==> src/rtl/interfaz_pulsadores_pkg.sv <==
// Shared constants for the push-button interface: default sizes, debounce
// length for silicon and a short debounce length for simulation.
package interfaz_pulsadores_pkg;

  localparam int N_BTN_DEFAULT    = 6;
  localparam int DB_COUNT_DEFAULT = 500000;  // 10 ms at 50 MHz
  localparam int CW_DEFAULT       = 20;      // 2**CW must exceed DB_COUNT
  localparam int DB_COUNT_SIM     = 4;

endpackage : interfaz_pulsadores_pkg

==> src/rtl/interfaz_pulsadores_antirrebote_canal.sv <==
// One button channel: two-flop synchroniser, stable-time debouncer holding
// the accepted level, and a registered one-cycle pulse on each debounced rise.
module antirrebote_canal
  import interfaz_pulsadores_pkg::*;
#(
  parameter int DB_COUNT = DB_COUNT_DEFAULT,
  parameter int CW       = CW_DEFAULT
) (
  input  logic clk,
  input  logic reset,
  input  logic din,
  output logic level,
  output logic press
);

  localparam logic [CW-1:0] CNT_LAST = CW'(DB_COUNT - 1);

  logic          sync1_q;
  logic          sync2_q;
  logic [CW-1:0] cnt_q,      cnt_d;
  logic          level_q,    level_d;
  logic          level_dly_q;
  logic          press_q,    press_d;

  always_ff @(posedge clk or negedge reset) begin
    if (!reset) begin
      sync1_q     <= 1'b0;
      sync2_q     <= 1'b0;
      cnt_q       <= '0;
      level_q     <= 1'b0;
      level_dly_q <= 1'b0;
      press_q     <= 1'b0;
    end else begin
      sync1_q     <= din;
      sync2_q     <= sync1_q;
      cnt_q       <= cnt_d;
      level_q     <= level_d;
      level_dly_q <= level_q;
      press_q     <= press_d;
    end
  end

  // Any cycle where the synchronised pin agrees with the accepted level
  // restarts the stability count; the count never exceeds CNT_LAST.
  always_comb begin
    cnt_d   = cnt_q;
    level_d = level_q;
    if (sync2_q == level_q) begin
      cnt_d = '0;
    end else if (cnt_q == CNT_LAST) begin
      level_d = sync2_q;
      cnt_d   = '0;
    end else begin
      cnt_d = cnt_q + 1'b1;
    end
  end

  // Pulse lands the cycle after the accepted level rises; releases are silent.
  always_comb begin
    press_d = level_q & ~level_dly_q;
  end

  assign level = level_q;
  assign press = press_q;

  cnt_bounded_a: assert property (@(posedge clk) disable iff (!reset)
    cnt_q <= CNT_LAST);

  press_single_a: assert property (@(posedge clk) disable iff (!reset)
    press_q |=> !press_q);

endmodule : antirrebote_canal

==> src/rtl/interfaz_pulsadores.sv <==
// Push-button front end: one debounce channel per button plus a pending-event
// bitmap collected by the control FSM, with a sticky overrun flag.
module interfaz_pulsadores
  import interfaz_pulsadores_pkg::*;
#(
  parameter int N_BTN    = N_BTN_DEFAULT,
  parameter int DB_COUNT = DB_COUNT_DEFAULT,
  parameter int CW       = CW_DEFAULT
) (
  input  logic             clk,
  input  logic             reset,
  input  logic [N_BTN-1:0] btn_in,
  output logic [N_BTN-1:0] btn_level,
  output logic [N_BTN-1:0] btn_press,
  output logic             ev_valid,
  output logic [N_BTN-1:0] ev_mask,
  output logic             ev_overrun,
  input  logic             ev_ack
);

  logic [N_BTN-1:0] ev_mask_q, ev_mask_d;
  logic             ev_overrun_q, ev_overrun_d;
  logic             ev_accept;
  logic [N_BTN-1:0] ev_set;
  logic [N_BTN-1:0] ev_clr;
  logic             ovr_hit;

  for (genvar i = 0; i < N_BTN; i++) begin : g_canal
    antirrebote_canal #(
      .DB_COUNT(DB_COUNT),
      .CW      (CW)
    ) u_canal (
      .clk  (clk),
      .reset(reset),
      .din  (btn_in[i]),
      .level(btn_level[i]),
      .press(btn_press[i])
    );
  end

  always_ff @(posedge clk or negedge reset) begin
    if (!reset) begin
      ev_mask_q    <= '0;
      ev_overrun_q <= 1'b0;
    end else begin
      ev_mask_q    <= ev_mask_d;
      ev_overrun_q <= ev_overrun_d;
    end
  end

  // Handshake: ev_valid/ev_mask describe the pending presses; an ev_ack seen
  // while ev_valid=1 consumes every bit shown in that cycle, and an ev_ack
  // while ev_valid=0 is ignored. A press arriving with the ack survives it.
  always_comb begin
    ev_accept    = ev_ack & ev_valid;
    ev_set       = btn_press;
    ev_clr       = ev_accept ? ev_mask_q : '0;
    ev_mask_d    = ev_set | (ev_mask_q & ~ev_clr);
    ovr_hit      = |(ev_set & ev_mask_q & ~ev_clr);
    ev_overrun_d = ev_overrun_q;
    if (ovr_hit) begin
      ev_overrun_d = 1'b1;
    end else if (ev_accept) begin
      ev_overrun_d = 1'b0;
    end
  end

  assign ev_valid   = |ev_mask_q;
  assign ev_mask    = ev_mask_q;
  assign ev_overrun = ev_overrun_q;

endmodule : interfaz_pulsadores

==> config.mk <==
export PLATFORM = sky130hd
export DESIGN_NAME = interfaz_pulsadores
export DESIGN_NICKNAME = d
export VERILOG_FILES = /design/src/rtl/interfaz_pulsadores_pkg.sv /design/src/rtl/interfaz_pulsadores_antirrebote_canal.sv /design/src/rtl/interfaz_pulsadores.sv
export SDC_FILE = /design/constraint.sdc
export NUM_CORES = 1
export LEC_CHECK = 0
export ABC_AREA = 0
export BUFFER_PORTS_ARGS = -buffer_cell sky130_fd_sc_hd__buf_2
export CAP_MARGIN = 5
export CORE_UTILIZATION = 35
export CTS_BUF_LIST = sky130_fd_sc_hd__clkbuf_16
export CTS_CLUSTER_DIAMETER = 200
export DETAILED_ROUTE_END_ITERATION = 10
export PLACE_DENSITY_LB_ADDON = 0.2
export RECOVER_POWER = 100
export SLEW_MARGIN = 10
export SYNTH_ARGS = -nofsm -noshare
export SYNTH_HDL_FRONTEND = slang
export SYNTH_SLANG_ARGS = --single-unit
==> constraint.sdc <==
create_clock -name clk -period 3.3 [get_ports clk]
set_input_delay 0.33 -clock clk [delete_from_list [all_inputs] [get_ports clk]]
set_output_delay 0.33 -clock clk [all_outputs]
set_load 0.01 [all_outputs]
==> metrics.txt, run 1 <==
clock-pin slew on the worst setup and hold paths=0.06 ns; Synth area leader=dfrtp_1; Post-CTS Setup Repair Bufs=0; Die Wd=146 um; Final Hold Viols=0; Via density=5.09; maxcap violations=1; antenna cells=0; die height=146 um; critical path's slowest cell=o31ai_1; fin crit share=78.7%; crit path launch type=register; IO Pins=29; outcome=finished, violations left; CP Cell Sequence=nor4b_1 > nand3_1 > o31ai_1 > clkbuf_1 > nor2_1; RePlAce Congestion=0.839; Starting Density=35.8%; Via Count=5196; vias in the first global route=5017; Worst-Skew Late Latency=0.42 ns; Synth cell types=44; initial DRC count=between 200 and 300; Rel. slew slack=-60.6%; Row Count=52; Hold Buf Count CTS=5; EDFF count, synth=0; Avg Cell Area, Syn=10.2 um2; worst min path class=input pin to register; drc violations=0; Seq cells post-synth=157; first-pass GRT wire length=about 24 mm; Root Driver=clkbuf_16; unrepaired setup endpoints after global routing=false; post_cts resized=0; syn_nets=just over 700; Final ANT Viol Nets=0; IO Port Bufs=28; CTS tree=yes; Worst Path Buf+Inv=1; CP max stage delay=0.86 ns; Die ar.=21300 um2; total chip power=3.94 mW; Sink Count=157; crit path DAT=between 2 and 3 ns; Post-Syn Instances=707; Final Skew=around 0.0086 ns; minimum clock period=2.60 ns; crit-path max FO=11; Pleak=3.37 nW; CTS Buffer Depth=2; share of layout cells above drive strength 1=6.66%; top-count cell post-synth=dfrtp_1; warnings from Yosys=0; failing checks=capacitance limit, slew limit; CORE AREA=20200 um2; Placed Area=7640 um2; WL/cell=13.6 um; top cells by area, synth=dfrtp_1, xor2_1, nor2_1; Max Clk Rate=approximately 390 MHz; Top FF cell, synth=dfrtp_1; critical path class=register to register; number of nets in the layout=753; Peak VDD IR=0.321 mV; Worst EP required=3.58 ns; Synth top area share=54.2%; Async S/R FF share, synth=100%; final cell count without fillers=about 1000; total track usage=14.0%; Final HPWL DP=9.56 mm; worst-margin pin slew=about 2.4 ns; Top delay family on crit path=compound AO/OA/AOI/OAI gates; PD cells=481 nW/um2; initial antenna violation count=0; total wire length=13.9 mm; GR Overflow Total=0; Fin Setup TNS=0 ns; # setup viols final=0; H-tree lvl count=4; CTS Buf Count=17; Post-synth top cells=dfrtp_1, nor2_1, xor2_1; Synth Cell Area=7240 um2; largest net degree at the start of global routing=98; endpoint type of the worst setup path=register; first-pass iteration count of the detailed router=7; dpl cells=roughly 980; Final Max Slew Viols=97; register area share after synthesis=54.2%; Final Cell Area=slightly above 8000 um2; Area Growth Syn to Fin=13.0%
-- kinds of logic (layout without fill, tap and decap cells) --
family	after synthesis	after routing	synth area share (%)
xor gates and xnor gates	86	86	10.4
adders and majority gates	6	6	1.04
AOI/OAI and AO/OA	70	70	5.73
and+or+nand+nor	338	338	24.5
buffers and inverters	42	86	2.92
DFF	157	157	54.2
muxes	8	8	1.21
-- report_power, final --
| group | switching, mW | leakage [nW] | total [mW] | internal, mW |
|---|---|---|---|---|
| logic | 0.0795 | 0.954 | 0.112 | 0.0328 |
| registers | 0.0244 | 2.15 | 1.98 | 1.95 |
| clock network | 0.758 | 0.266 | 1.85 | 1.09 |
-- through the flow --
stage | utilization (%) | hold WS, ns | setup WS [ns]
after floorplan | - | 0.0344 | 1.40
after global placement | 37.8 | 0.333 | 1.24
after detailed placement | 37.8 | 0.337 | 1.20
after CTS | 40.8 | 0.00169 | 1.16
after global routing | 40.4 | 0.00284 | 0.484
final | 40.4 | 0.0238 | 0.703
-- registers in the layout, summed over array words and instances, names as in the netlist --
name	flops
ev_mask	6
ev_overrun	1
g_canal.u_canal.cnt_q	120
g_canal.u_canal.level	6
g_canal.u_canal.level_dly_q	6
g_canal.u_canal.press	6
g_canal.u_canal.sync1_q	6
g_canal.u_canal.sync2_q	6
-- worst paths after layout --
| path | from | depth (start not counted) | slack, ns | endpoint |
|---|---|---|---|---|
| worst max-delay path | g_canal[5].u_canal.cnt_q[9]$_DFF_PN0_ | 5 | 0.70 | g_canal[5].u_canal.cnt_q[13]$_DFF_PN0_ |
| worst min-delay path | btn_in[4] | 1 | 0.02 | g_canal[4].u_canal.sync1_q$_DFF_PN0_ |
| worst max register to register | g_canal[5].u_canal.cnt_q[9]$_DFF_PN0_ | 5 | 0.70 | g_canal[5].u_canal.cnt_q[13]$_DFF_PN0_ |
| worst min register to register | g_canal[5].u_canal.sync1_q$_DFF_PN0_ | 0 | 0.35 | g_canal[5].u_canal.sync2_q$_DFF_PN0_ |
| max in group asynchronous | reset | 2 | 1.14 | g_canal[0].u_canal.cnt_q[15]$_DFF_PN0_ |
| min in group asynchronous | reset | 1 | 0.65 | g_canal[2].u_canal.level_dly_q$_DFF_PN0_ |
-- cells in the final DEF (no fill, tap or decap), types with 6 or more instances in the layout --
cell type	n
ha_1	6
xnor2_1	40
xor2_1	46
nor2_1	102
nand3_1	38
o31ai_1	7
nor2b_1	6
and4_1	12
or3_1	19
a21oi_1	28
or4_1	14
inv_1	16
mux2_2	6
a21o_1	6
o21ai_0	23
clkbuf_16	17
nand4_1	41
nand2_1	41
clkbuf_1	24
dfrtp_1	157
buf_2	7
nor3_1	18
and3_1	9
nor4_1	22
clkinvlp_4	6
-- layer usage --
metal | global-route usage (%) | vias to the layer above | part of all wire (%)
met5 | 0 | - | 0
met4 | 5.32 | 0 | 1.4
met3 | 3.89 | 17 | 3.9
met2 | 22.0 | 70 | 46
met1 | 18.5 | 2551 | 48
li1 | - | 2558 | -
-- layout make-up --
| class | instances | area [um2] |
|---|---|---|
| fill | 1955 | 12100 |
| sequential | 157 | 3930 |
| multi-input combinational | 508 | 3090 |
| clock buffer | 17 | 425 |
| tap | 270 | 338 |
| timing repair buffer | 41 | 220 |
| clock inverter | 15 | 134 |
| inverter | 13 | 48.8 |
No activity file was read; power rests on OpenSTA's default activity.
==> inputs of run 2 (changes only) <==
clock period = 2.1 ns   (was 3.3 ns; I/O delays follow)
==> run 2 against run 1 <==
  * The flow now finishes without violations
  * Global-route usage rose by 0.40 points
  * Worst setup slack got worse by 0.62 ns
  * Critical path depth did not move
  * Clock skew fell by 0.00051 ns
  * Non-clock buffer count rose by 21
  * Flip-flop and latch count did not move
  * Clock power rose by 82%
  * First-iteration DRC count fell by 17%
  * Sequential share of layout area fell by 1.4 points
  * Sequential power rose by 57%
  * Final area rose by 3.1%
  * Largest cell class unchanged
==> metrics.txt, run 2 (synthesized netlist as in run 1, its figures left out) <==
vias in the first global route=5161 (+2.9%); Final HPWL DP=10.1 mm (+5.2%); initial antenna violation count=0 (unchanged); drc violations=0 (unchanged); clock-pin slew on the worst setup and hold paths=0.06 ns (about the same); crit-path max FO=4 (-7); worst min path class=register to register; crit path launch type=register; endpoint type of the worst setup path=register; GR Overflow Total=0 (unchanged); share of layout cells above drive strength 1=9.08% (+2.4 points); Worst-Skew Late Latency=0.42 ns (about the same); total track usage=14.4% (+0.40 points); CP Launch Point=g_canal[0].u_canal.cnt_q[1]$_DFF_PN0_; WL/cell=13.7 um (+0.70%); critical path class=register to register; Hold Crit Start=g_canal[2].u_canal.sync1_q$_DFF_PN0_; Area Growth Syn to Fin=16.5%; Max Clk Rate=496 MHz (+29%); Peak VDD IR=0.544 mV (+69%); IO Pins=29 (unchanged); number of nets in the layout=774 (+2.8%); antenna cells=0 (unchanged); CTS Buffer Depth=2 (unchanged); total chip power=6.67 mW (+69%); most frequent cells in the layout=dfrtp_1, nor2_1, xor2_1; fin crit share=96.1% (+17 points); Placed Area=7770 um2 (+1.7%); crit path DAT=2.36 ns (-0.52 ns); # setup viols final=0 (unchanged); Util after Layout=41.7% (+1.3 points); Final Hold Viols=0 (unchanged); Die ar.=21300 um2 (unchanged); Crit Reg-Reg Startpoint=g_canal[0].u_canal.cnt_q[1]$_DFF_PN0_; Root Driver=clkbuf_16; Via density=5.11 (+0.48%); outcome=finished clean; Pleak=3.51 nW (+4.3%); largest net degree at the start of global routing=47 (-52%); die height=146 um (unchanged); Via Count=5323 (+2.4%); Worst EP required=2.44 ns (-1.14 ns); Die Wd=146 um (unchanged); Final Cell Area=8440 um2 (+3.1%); CORE AREA=20200 um2 (unchanged); Final Skew=0.00807 ns (-0.000514 ns); IO Port Bufs=28 (unchanged); first-pass iteration count of the detailed router=4 (-3); Reg with most FFs=g_canal.u_canal.cnt_q; Final Max Slew Viols=0 (-100%); Rel. slew slack=18.4% (+79 points); Final ANT Viol Nets=0 (unchanged); dpl cells=1000 (+1.6%); Sink Count=157 (unchanged); CTS Buf Count=17 (unchanged); initial DRC count=241 (-17%); final cell count without fillers=1041 (+2.0%); maxcap violations=0 (-1); H-tree lvl count=4 (unchanged); commonest non-fill, non-tap cell in the layout=dfrtp_1; worst-margin pin slew=1.22 ns (-1.19 ns); minimum clock period=2.02 ns (-0.579 ns); max FFs per register=120 (unchanged); Starting Density=35.8% (unchanged); RePlAce Congestion=0.832 (-0.82%); CTS tree=yes; total wire length=14.2 mm (+2.7%); first-pass GRT wire length=24.7 mm (+2.7%); Row Count=52 (unchanged); PD cells=791 nW/um2 (+64%)
==> run 2: cell types whose count changed in the layout (fill, tap and decap cells not counted), sizes merged <==
cell	delta
clkinvlp	-4
clkbuf	+10
dlygate4sd3	+3
bufinv	+4
buf	+8
clkinv	-1
==> run 2: path summary, 6_finish.rpt <==
path | slack (ns) | endpoint | depth (start not counted)
min | 0.35 | g_canal[2].u_canal.sync2_q$_DFF_PN0_ | 0
max | 0.08 | g_canal[0].u_canal.cnt_q[18]$_DFF_PN0_ | 5
min reg2reg | 0.35 | g_canal[2].u_canal.sync2_q$_DFF_PN0_ | 0
max reg2reg | 0.08 | g_canal[0].u_canal.cnt_q[18]$_DFF_PN0_ | 5
min in group asynchronous | 0.59 | g_canal[2].u_canal.cnt_q[11]$_DFF_PN0_ | 2
max in group asynchronous | 0.41 | g_canal[1].u_canal.cnt_q[8]$_DFF_PN0_ | 3
==> run 2: critical path, stage by stage, from the launching register on <==
cell	delay [ns]
dfrtp_1	0.38
ha_2	0.22
nand4_1	0.17
or4_4	0.60
or4_1	0.41
a21oi_1	0.16
==> run 2: routing by layer <==
metal | global-route usage, % | part of all wire [%] | vias to the layer above
met5 | 0 | 0 | -
met4 | 6.42 | 2.0 | 0
met3 | 2.95 | 2.3 | 18
met2 | 22.5 | 46 | 64
met1 | 19.4 | 50 | 2629
li1 | - | - | 2612
==> run 2: report_power, final <==
group / internal, mW / switching (mW) / total, mW
Clock: 2.21 / 1.17 / 3.37
Sequential: 3.07 / 0.0383 / 3.10
Combinational: 0.0640 / 0.131 / 0.195
==> run 2: through the flow <==
step | worst slack, ns | setup TNS, ns | hold WS, ns
6_report | 0.0829 | 0 | 0.345
5_1_grt | -0.00183 | -0.00183 | 0.360
4_1_cts | 0.00584 | 0 | 0.311
3_5_place_dp | 0.0204 | 0 | 0.183
3_3_place_gp | 0.103 | 0 | 0.176
2_1_floorplan | 0.196 | 0 | -0.0856
==> run 2: what timing repair did <==
action                     in CTS  in global routing
buffers inserted                0                  2
hold buffers                    8                  0
setup endpoints to repair       0                 16
gates resized for setup         0                  3
hold endpoints to repair       48                  0
==> run 2: area by class of cell <==
class | instances | area (um2)
Clock buffer | 17 | 425
Clock inverter | 14 | 225
Fill cell | 1946 | 11800
Inverter | 13 | 48.8
Multi-Input combinational cell | 508 | 3100
Sequential cell | 157 | 3930
Tap cell | 270 | 338
Timing Repair Buffer | 62 | 373
==> inputs of run 3 (changes only) <==
ABC_AREA = 1   (was 0)
==> run 3 against run 2 <==
  * Register-to-register slack improved by 0.33 ns
  * Critical endpoint is now g_canal[3].u_canal.cnt_q[14]$_DFF_PN0_
  * Flip-flop and latch count did not move
  * Die area rose by 13%
  * Worst setup slack improved by 0.33 ns
  * Final area rose by 9.5%
  * Clock power fell by 6.2%
  * Wire length rose by 24%
  * Clock skew rose by 0.00051 ns
  * Synthesized area rose by 14%
  * Sequential power barely moved
==> metrics.txt, run 3 <==
Top FF cell, synth=dfrtp_1; Int Pwr=4.92 mW (-7.8%); antenna cells=0 (unchanged); XOR/XNOR Fraction of Synth Area=6.45% (-3.9 points); unrepaired setup endpoints after global routing=false; Placed Area=8690 um2 (+12%); Util after Layout=40.4% (-1.3 points); Via Count=6554 (+23%); R2R Setup Slk=0.41 ns (+0.33 ns); Avg Cell Area, Syn=7.71 um2 (-25%); minimum clock period=1.69 ns (-0.330 ns); RePlAce Congestion=0.836 (+0.40%); Synth Area in Simple Gates=35.3% (+11 points); Max Clk Rate=593 MHz (+20%); mux contribution to synthesized area=0% (-1.2 points); total chip power=6.45 mW (-3.3%); Pleak=3.95 nW (+13%); Filler cells=2465 (+27%); Clock Power Share=48.9% (-1.7 points); endpoint type of the worst setup path=register; Die ar.=24100 um2 (+13%); dpl cells=1394 (+39%); CTS Buf Count=17 (unchanged); CTS Buffer Depth=2 (unchanged); worst-margin pin slew=1.29 ns (+0.0708 ns); commonest non-fill, non-tap cell in the layout=nor2_1; register area=3930 um2 (unchanged); Synth area leader=dfrtp_1; Reg with most FFs=g_canal.u_canal.cnt_q; max FFs per register=120 (unchanged); IO Pins=29 (unchanged); crit path launch type=register; Post-synth top cells=nor2_1, nand2_1, dfrtp_1; syn_nets=1082 (+50%); register area share after synthesis=47.8% (-6.5 points); EDFF count, synth=0 (unchanged); Synth Cell Area=8220 um2 (+14%); warnings from Yosys=0 (unchanged); top-count cell post-synth=nor2_1; initial antenna violation count=0 (unchanged); Final HPWL DP=13.0 mm (+30%); Area Growth Syn to Fin=12.4%; largest net degree at the start of global routing=65 (+38%); Sink Count=157 (unchanged); drc violations=0 (unchanged); Synth top area share=47.8% (-6.5 points); outcome=finished clean; critical path class=register to register; total wire length=17.7 mm (+24%); Starting Density=36.0% (+0.19 points); PD cells=698 nW/um2 (-12%); post-route worst setup slack=0.413 ns (+0.330 ns); die height=155 um (+6.5%); Via density=4.57 (-11%); Post-CTS Setup Repair Bufs=0 (unchanged); complex-gate fraction of the synthesized area=2.86% (-2.9 points); top cells by area, synth=dfrtp_1, nor2_1, nand2_1; worst slack at placement=0.543 ns (+0.522 ns); post_cts resized=0 (unchanged); multi-input logic area=3650 um2 (+18%); sequential share of power=47.9% (+1.4 points); Final ANT Viol Nets=0 (unchanged); CORE AREA=22800 um2 (+13%); Worst-Skew Late Latency=0.43 ns (about the same); portion of total power attributed to combinational logic=3.1% (+0.2 points); most frequent cells in the layout=nor2_1, nand2_1, dfrtp_1; total track usage=16.1% (+1.7 points); Final Max Slew Viols=0 (unchanged); Root Driver=clkbuf_16; Async S/R FF share, synth=100% (unchanged); first-pass iteration count of the detailed router=5 (+1); GR Overflow Total=0 (unchanged); CTS tree=yes; # setup viols final=0 (unchanged); Peak VDD IR=0.396 mV (-27%); switching fraction of total power=23.8% (+3.7 points); Final Skew=0.00858 ns (+0.000508 ns); Final Cell Area=9240 um2 (+9.5%); Row Count=55 (+5.8%); IO Port Bufs=28 (unchanged); fin crit share=80.4% (-16 points); share of layout cells above drive strength 1=5.89% (-3.2 points); Die Wd=155 um (+6.5%); Fin Setup TNS=0 ns (unchanged); vias in the first global route=6315 (+22%); number of nets in the layout=1122 (+45%); worst min path class=input pin to register; first-pass GRT wire length=31.0 mm (+26%); Synth cell types=29 (-34%); final cell count without fillers=1433 (+38%); Rel. slew slack=13.7% (-4.7 points); crit-path max FO=5 (+1); Post-Syn Instances=1067 (+51%); crit path DAT=2.01 ns (-0.35 ns); Worst Hold Margin=0.300 ns (-0.0451 ns); maxcap violations=0 (unchanged); WL/cell=12.3 um (-9.7%); Worst EP required=2.42 ns (-0.02 ns); H-tree lvl count=4 (unchanged); Seq cells post-synth=157 (unchanged); Synth Area in Adders=0.913% (-0.12 points); clock-pin slew on the worst setup and hold paths=0.07 ns (about the same); Final Hold Viols=0 (unchanged); initial DRC count=351 (+46%); NetSw=1.53 mW (+15%); main combinational cell family by area after synthesis=simple AND/OR/NAND/NOR gates
## run 3: changes by cell type after synthesis, sizes merged, moves of 12 or more
cell	change
and4	-12
inv	+104
nand2	+195
nand3	+55
nand4	-18
nor2	+189
nor4	-22
or3	-20
or4	-14
xnor2	-18
## run 3: cells by family after synthesis
kind of cell             Yosys count
XOR/XNOR                          58
adder cells (fa/ha/maj)            6
AO/OA/AOI/OAI                     42
AND/OR/NAND/NOR                  671
buffers and inverters            133
flip-flops                       157
## run 3: worst paths after layout
| kind | start | end | cells after the start |
|---|---|---|---|
| max in group asynchronous | reset | g_canal[0].u_canal.cnt_q[0]$_DFF_PN0_ | 3 |
| setup reg to reg | g_canal[3].u_canal.cnt_q[0]$_DFF_PN0_ | g_canal[3].u_canal.cnt_q[14]$_DFF_PN0_ | 8 |
| hold reg to reg | g_canal[5].u_canal.sync1_q$_DFF_PN0_ | g_canal[5].u_canal.sync2_q$_DFF_PN0_ | 0 |
| setup / recovery | g_canal[3].u_canal.cnt_q[0]$_DFF_PN0_ | g_canal[3].u_canal.cnt_q[14]$_DFF_PN0_ | 8 |
| hold / removal | ev_ack | ev_mask[3]$_DFF_PN0_ | 4 |
| min in group asynchronous | reset | g_canal[1].u_canal.cnt_q[11]$_DFF_PN0_ | 2 |
## run 3: critical path: stages, from the launching register on
cell	delay, ns
dfrtp_1	0.37
ha_1	0.19
nand2_1	0.07
nor2_1	0.20
nand2_1	0.12
nor2_1	0.36
nand3_1	0.12
nand3_1	0.09
nor2_1	0.05
## run 3: what timing repair did
item,in CTS,in global routing
endpoints found under the setup margin,0,0
hold buffers,7,0
hold endpoints to repair,52,0
## run 3: final cells by class
type                            count  area share, %
Sequential cell                   157           42.5
Tap cell                          313           4.24
Clock buffer                       17           4.60
Inverter                          117           4.75
Multi-Input combinational cell    777           39.5
Timing Repair Buffer               37           2.44
Clock inverter                     15           1.92
## run 3: routing by layer
| layer | part of all wire [%] | track usage, % | up-vias |
|---|---|---|---|
| met5 | 0 | 0 | - |
| met4 | 0.97 | 4.48 | 0 |
| met3 | 3.1 | 3.79 | 12 |
| met2 | 44 | 24.7 | 69 |
| met1 | 52 | 22.6 | 3056 |
| li1 | - | - | 3417 |
## run 3: power by group through the flow
stage                     clock network, mW  registers (mW)  logic [mW]
after floorplan                           0            3.15      0.0965
after CTS                              3.26            3.09       0.218
after detailed placement                  0            3.15       0.206
after global placement                    0            3.15       0.206
after global routing                   3.42            3.10       0.241
final                                  3.16            3.09       0.202
